`config.mk`:
```
export PLATFORM = sky130hd
export DESIGN_NAME = heater_sequencer
export DESIGN_NICKNAME = d
export VERILOG_FILES = /design/src/rtl/heater_sequencer.sv
export SDC_FILE = /design/constraint.sdc
export NUM_CORES = 1
export LEC_CHECK = 0
export ABC_AREA = 1
export BUFFER_PORTS_ARGS = -buffer_cell sky130_fd_sc_hd__buf_2
export CAP_MARGIN = 20
export CORE_UTILIZATION = 30
export CTS_BUF_LIST = sky130_fd_sc_hd__clkbuf_2 sky130_fd_sc_hd__clkbuf_4 sky130_fd_sc_hd__clkbuf_8
export CTS_CLUSTER_SIZE = 16
export DETAILED_ROUTE_END_ITERATION = 10
export MAX_ROUTING_LAYER = met4
export PLACE_DENSITY = 0.5
export RECOVER_POWER = 25
export SKIP_LAST_GASP = 1
export SLEW_MARGIN = 30
export SYNTH_ARGS = -nofsm -noshare
export SYNTH_HDL_FRONTEND = slang
export SYNTH_SLANG_ARGS = --single-unit
```
`constraint.sdc`:
```
create_clock -name axi_aclk -period 5.25 [get_ports axi_aclk]
set_clock_uncertainty 0.15 [all_clocks]
set_input_delay 0.525 -clock axi_aclk [delete_from_list [all_inputs] [get_ports axi_aclk]]
set_output_delay 0.525 -clock axi_aclk [all_outputs]
set_load 0.05 [all_outputs]
```
`src/rtl/heater_sequencer.sv`:
```
// Staggers heater enable changes one channel per step interval, auto-disables faulted channels,
// and runs the per-channel err_clear pulse handshake. Error to disable takes 3 cycles; there is no backpressure.
module heater_sequencer #(
  parameter int NCHAN = 32,
  parameter int NCLR  = 16,
  parameter int NCNT  = 8
) (
  input  logic             axi_aclk,
  input  logic             axi_aresetn,
  input  logic [NCHAN-1:0] enable_req,
  input  logic [15:0]      step_wait,
  input  logic [NCHAN-1:0] fault_clear,
  input  logic [NCHAN-1:0] heater_error,
  output logic [NCHAN-1:0] heater_enable,
  output logic [NCHAN-1:0] heater_err_clear,
  output logic [NCHAN-1:0] fault_sticky,
  output logic [NCNT-1:0]  fault_count,
  output logic             busy,
  output logic             clear_fail
);

  localparam int IW = (NCHAN > 1) ? $clog2(NCHAN) : 1;
  localparam int PW = $clog2(NCHAN + 1);
  localparam int SW = ((NCNT > PW) ? NCNT : PW) + 1;
  localparam logic [SW-1:0] CNT_MAX = SW'((1 << NCNT) - 1);

  typedef enum logic [1:0] {IDLE, SETTLE, CLEAR} state_t;

  state_t           state, state_nxt;
  logic [15:0]      timer, timer_nxt, step_load;
  logic [IW-1:0]    ch, ch_nxt;
  logic [NCHAN-1:0] err_meta, err_s;
  logic [NCHAN-1:0] clear_pending, clr_pend_nxt;
  logic [NCHAN-1:0] en_nxt, errclr_nxt, sticky_nxt;
  logic [NCHAN-1:0] fault_now, pend_on, pend_off;
  logic [PW-1:0]    fault_pop;
  logic [SW-1:0]    cnt_sum;
  logic [NCNT-1:0]  cnt_nxt;
  logic             fail_nxt;

  function automatic logic [IW-1:0] lowest(input logic [NCHAN-1:0] v);
    lowest = '0;
    for (int i = NCHAN - 1; i >= 0; i--) begin
      if (v[i]) lowest = IW'(i);
    end
  endfunction

  assign fault_now = err_s & heater_enable;
  assign pend_on   = enable_req & ~heater_enable & ~fault_sticky;
  assign pend_off  = ~enable_req & heater_enable;
  assign step_load = (step_wait == 16'd0) ? 16'd0 : step_wait - 16'd1;

  // Gated by reset so the flag reads 0 while reset is held, even with requests pending.
  assign busy = axi_aresetn & ((state != IDLE) | (|clear_pending) | (|pend_on) | (|pend_off));

  always_comb begin
    fault_pop = '0;
    for (int i = 0; i < NCHAN; i++) begin
      fault_pop = fault_pop + PW'(fault_now[i]);
    end
    cnt_sum = SW'(fault_count) + SW'(fault_pop);
    cnt_nxt = (cnt_sum > CNT_MAX) ? '1 : cnt_sum[NCNT-1:0];
  end

  always_comb begin
    state_nxt    = state;
    timer_nxt    = timer;
    ch_nxt       = ch;
    en_nxt       = heater_enable;
    errclr_nxt   = heater_err_clear;
    sticky_nxt   = fault_sticky;
    clr_pend_nxt = clear_pending | (fault_clear & fault_sticky);
    fail_nxt     = 1'b0;

    case (state)
      IDLE: begin
        if (|clear_pending) begin
          ch_nxt             = lowest(clear_pending);
          errclr_nxt         = '0;
          errclr_nxt[ch_nxt] = 1'b1;
          timer_nxt          = 16'(NCLR - 1);
          state_nxt          = CLEAR;
        end else if (|pend_off) begin
          ch_nxt         = lowest(pend_off);
          en_nxt[ch_nxt] = 1'b0;
          timer_nxt      = step_load;
          state_nxt      = SETTLE;
        end else if (|pend_on) begin
          ch_nxt         = lowest(pend_on);
          en_nxt[ch_nxt] = 1'b1;
          timer_nxt      = step_load;
          state_nxt      = SETTLE;
        end
      end
      SETTLE: begin
        if (timer == 16'd0) state_nxt = IDLE;
        else timer_nxt = timer - 16'd1;
      end
      CLEAR: begin
        if (timer == 16'd0) begin
          errclr_nxt[ch]   = 1'b0;
          clr_pend_nxt[ch] = 1'b0;
          if (err_s[ch]) fail_nxt = 1'b1;
          else sticky_nxt[ch] = 1'b0;
          state_nxt = IDLE;
        end else begin
          timer_nxt = timer - 16'd1;
        end
      end
      default: state_nxt = IDLE;
    endcase

    // A fault on a bit wins over a sequencer enable of the same bit.
    en_nxt     = en_nxt & ~fault_now;
    sticky_nxt = sticky_nxt | fault_now;
  end

  always_ff @(posedge axi_aclk or negedge axi_aresetn) begin
    if (!axi_aresetn) begin
      state            <= IDLE;
      timer            <= '0;
      ch               <= '0;
      err_meta         <= '0;
      err_s            <= '0;
      clear_pending    <= '0;
      heater_enable    <= '0;
      heater_err_clear <= '0;
      fault_sticky     <= '0;
      fault_count      <= '0;
      clear_fail       <= 1'b0;
    end else begin
      state            <= state_nxt;
      timer            <= timer_nxt;
      ch               <= ch_nxt;
      err_meta         <= heater_error;
      err_s            <= err_meta;
      clear_pending    <= clr_pend_nxt;
      heater_enable    <= en_nxt;
      heater_err_clear <= errclr_nxt;
      fault_sticky     <= sticky_nxt;
      fault_count      <= cnt_nxt;
      clear_fail       <= fail_nxt;
    end
  end

endmodule
```
==> metrics.txt <==
Tmin final=5.531 ns; final setup violation count=8; power density over cell area=235.6 nW/um^2; total number of vias=13.16k; Fin. Hold Viols=0; row cnt=75; final WL=52.75 mm; hold slack=0.04855 ns; Worst setup EP type=flip-flop; die footprint=around 44000 sq um; status=finished, violations left; register area share after synthesis=0.4373; htree depth=2; Seq. cell area=~5600 sq um; share of layout cells above drive strength 1=0.2063; final worst slack=-0.2810 ns; Slowest-stage cell, CP=fa_1; failing checks=capacitance limit, slew limit, setup timing; most frequent cells in the layout=478 x nand2_1, 283 x nor2_1, 217 x buf_2; clk sink count=224; Synth Flop Type=dfrtp_1; RSZ-0062 raised after global routing=yes; WP data required=5.62 ns; Cell variety after synth=between 40 and 50; n_diodes=0; Post-synth EDFFs=0; first-iteration detailed-routing DRC count=1067; vias in the first global route=roughly 13k; CTS tree=built; GRT Resource Usage Total=0.2495; Syn Inst Count=1736; first-pass GRT wire length=78.94 mm; syn avg cell area=7.383 sq um; crit start category=flip-flop; Routed wire per std cell=approximately 20 um; Net Count, Synth=1896; root buf cell=clkbuf_8; WP data arrival=5.90 ns; # nets final=2249; Mapped Area=12820 sq um; DRT antenna net count=0; Slew Limit Fails=58; Cell Count, Final, Fillers Out=2657; Synth-to-Final Area Change=28.08%; Worst-path clk slew=0.06 ns; relative slew slack=-1.241; # IOs=220; worst-margin pin slew=3.361 ns; Die H=approximately 210 um; Highest Clock Rate=approximately 180 MHz; Detailed Place HPWL=roughly 42 mm; Routability Congestion=0.9769; area of the multi-input gates=6256 sq um; worst path cell trace=nand2_2 -> inv_2 -> fa_1 -> inv_2 -> fa_1 -> inv_1 -> fa_1 -> inv_1 -> fa_1 -> fa_1 -> fa_1 -> fa_2 -> fa_2 -> nor2_2 -> o21ai_1 -> nand2_1 -> a21oi_2 -> o21ai_2 -> inv_2 -> nor2_4 -> o21ai_4 -> o21ai_1; synth warn=0; DRC=0; initial antenna violation count=0; Setup TNS Final=-2.037 ns; worst-path fanout max=7; Async SR Flop Fraction=1.000; CORE AREA=42040 sq um; VDD IR max=161.5 uV; vias per cell=around 5.0; leakage power=8.907 nW; Port Buf Inserts=219; Clock Latency Late Sink=0.61 ns; Worst path max stage delay=0.54 ns; max-cap viol count=1; Initial Utilization=0.3049; largest net degree at the start of global routing=67; WS Path Type=reg -> reg; total gr overflow=0; filler cell count in the final layout=4491; First-pass DRT Iterations=8; most frequent CP cell=fa_1; Die Wd=208.7 um; Num CTS Buffers=45; Yosys reg bits=between 200 and 250; most common cell after layout, fill and taps aside=nand2_1; Bufs on Longest Clock Path=3; Tcrit/Tclk final=1.054; Tightest Hold Check Type=in -> reg; placed insts=2537
-- critical path: cells and delay by family (launching register included) --
family / cells / cell delay (ns)
AO/OA/AOI/OAI: 5 / 0.46
adder cells (fa/ha/maj): 8 / 3.75
buffers and inverters: 5 / 0.27
flip-flops: 1 / 0.41
AND/OR/NAND/NOR: 4 / 0.40
-- metal layers --
metal	GRT usage	part of all wire
met2	0.3808	0.45
met3	0.04193	0.068
met4	0.06592	0.026
met5	-	0
met1	0.3417	0.45
-- logic make-up (layout without fill, tap and decap cells) --
family                     count (synthesis)  in the layout  synth area share
and+or+nand+nor                          911            911            0.2900
xor gates and xnor gates                  24             24           0.01640
buffers and inverters                    260            642           0.07770
adders and majority gates                 46             46           0.06013
DFF                                      224            224            0.4373
AOI/OAI and AO/OA                        271            271            0.1184
-- cells in the mapped netlist (3+ instances only) --
library cell	count	area (sq um)
nand2_1	479	1798
nand4_1	34	212.7
xor2_1	14	122.6
clkbuf_1	26	97.59
o21bai_1	4	30.03
nand2_2	4	25.02
or2_2	4	25.02
nand2_4	3	33.78
o21ai_0	68	340.3
buf_1	4	15.01
o31ai_1	11	82.58
a22oi_1	21	157.7
a21oi_2	3	26.28
dfrtp_1	224	5605
nor2_2	6	37.54
ha_1	20	250.2
o211ai_1	5	37.54
o21ai_1	3	15.01
clkinv_1	5	18.77
fa_1	26	520.5
nand3_1	52	260.3
buf_2	4	20.02
nor4_1	9	56.30
xnor2_1	10	87.58
or3_1	5	31.28
nor3_1	26	130.1
a21oi_1	128	640.6
nor2_1	285	1070
a31oi_1	21	131.4
inv_1	213	799.5
inv_2	5	18.77
-- registers in the layout, summed over array words and instances, names as in the netlist --
register          cells
ch                    5
heater_err_clear     32
err_meta             32
clear_fail            1
err_s                32
heater_enable        32
state                 2
fault_sticky         32
clear_pending        32
fault_count           8
timer                16
-- final cells by class --
type                            count  share of cell area
Timing Repair Buffer              343              0.1282
Tap cell                          539             0.04108
Multi-Input combinational cell   1252              0.3811
Inverter                          223             0.05099
Sequential cell                   224              0.3425
Clock buffer                       69             0.05251
Clock inverter                      7            0.003658
-- final timing paths --
kind,end,depth (start not counted),startpoint,slack [ns]
min in group asynchronous,heater_err_clear[23],2,axi_aresetn,1.45
max,fault_count[6],22,heater_enable[20],-0.28
min reg2reg,err_s[13],0,err_meta[13],0.19
max in group asynchronous,err_meta[6],3,axi_aresetn,0.85
max reg2reg,fault_count[6],22,heater_enable[20],-0.28
min,clear_pending[31],3,fault_clear[31],0.05
-- power by group --
group          leakage (nW)  internal, W  switching, W
clock network         0.497      0.00109      0.000810
logic                  5.53    0.0000765      0.000127
registers              2.88      0.00175     0.0000140
total                  8.91      0.00292      0.000952
-- per-stage QoR --
| stage | power [W] | util | cell area (sq um) | worst slack, ns |
|---|---|---|---|---|
| global placement | 0.001985 | 0.3585 | 15070 | -0.3213 |
| detailed placement | 0.001984 | 0.3585 | 15070 | -0.2912 |
| floorplan | 0.001851 | - | 12850 | -0.1822 |
| finish | 0.003867 | 0.3905 | 16420 | -0.2810 |
| global route | 0.004013 | 0.3905 | 16420 | -0.5026 |
| CTS | 0.003921 | 0.3902 | 16410 | -0.2907 |
-- repair_timing --
action	CTS	global route
endpoints found under the setup margin	8	8
buffers inserted	9	2
resized for setup	2	5
endpoints found under the hold margin	85	0
pin swaps	2	1
hold buffers	33	0
No activity file was read; power rests on OpenSTA's default activity.
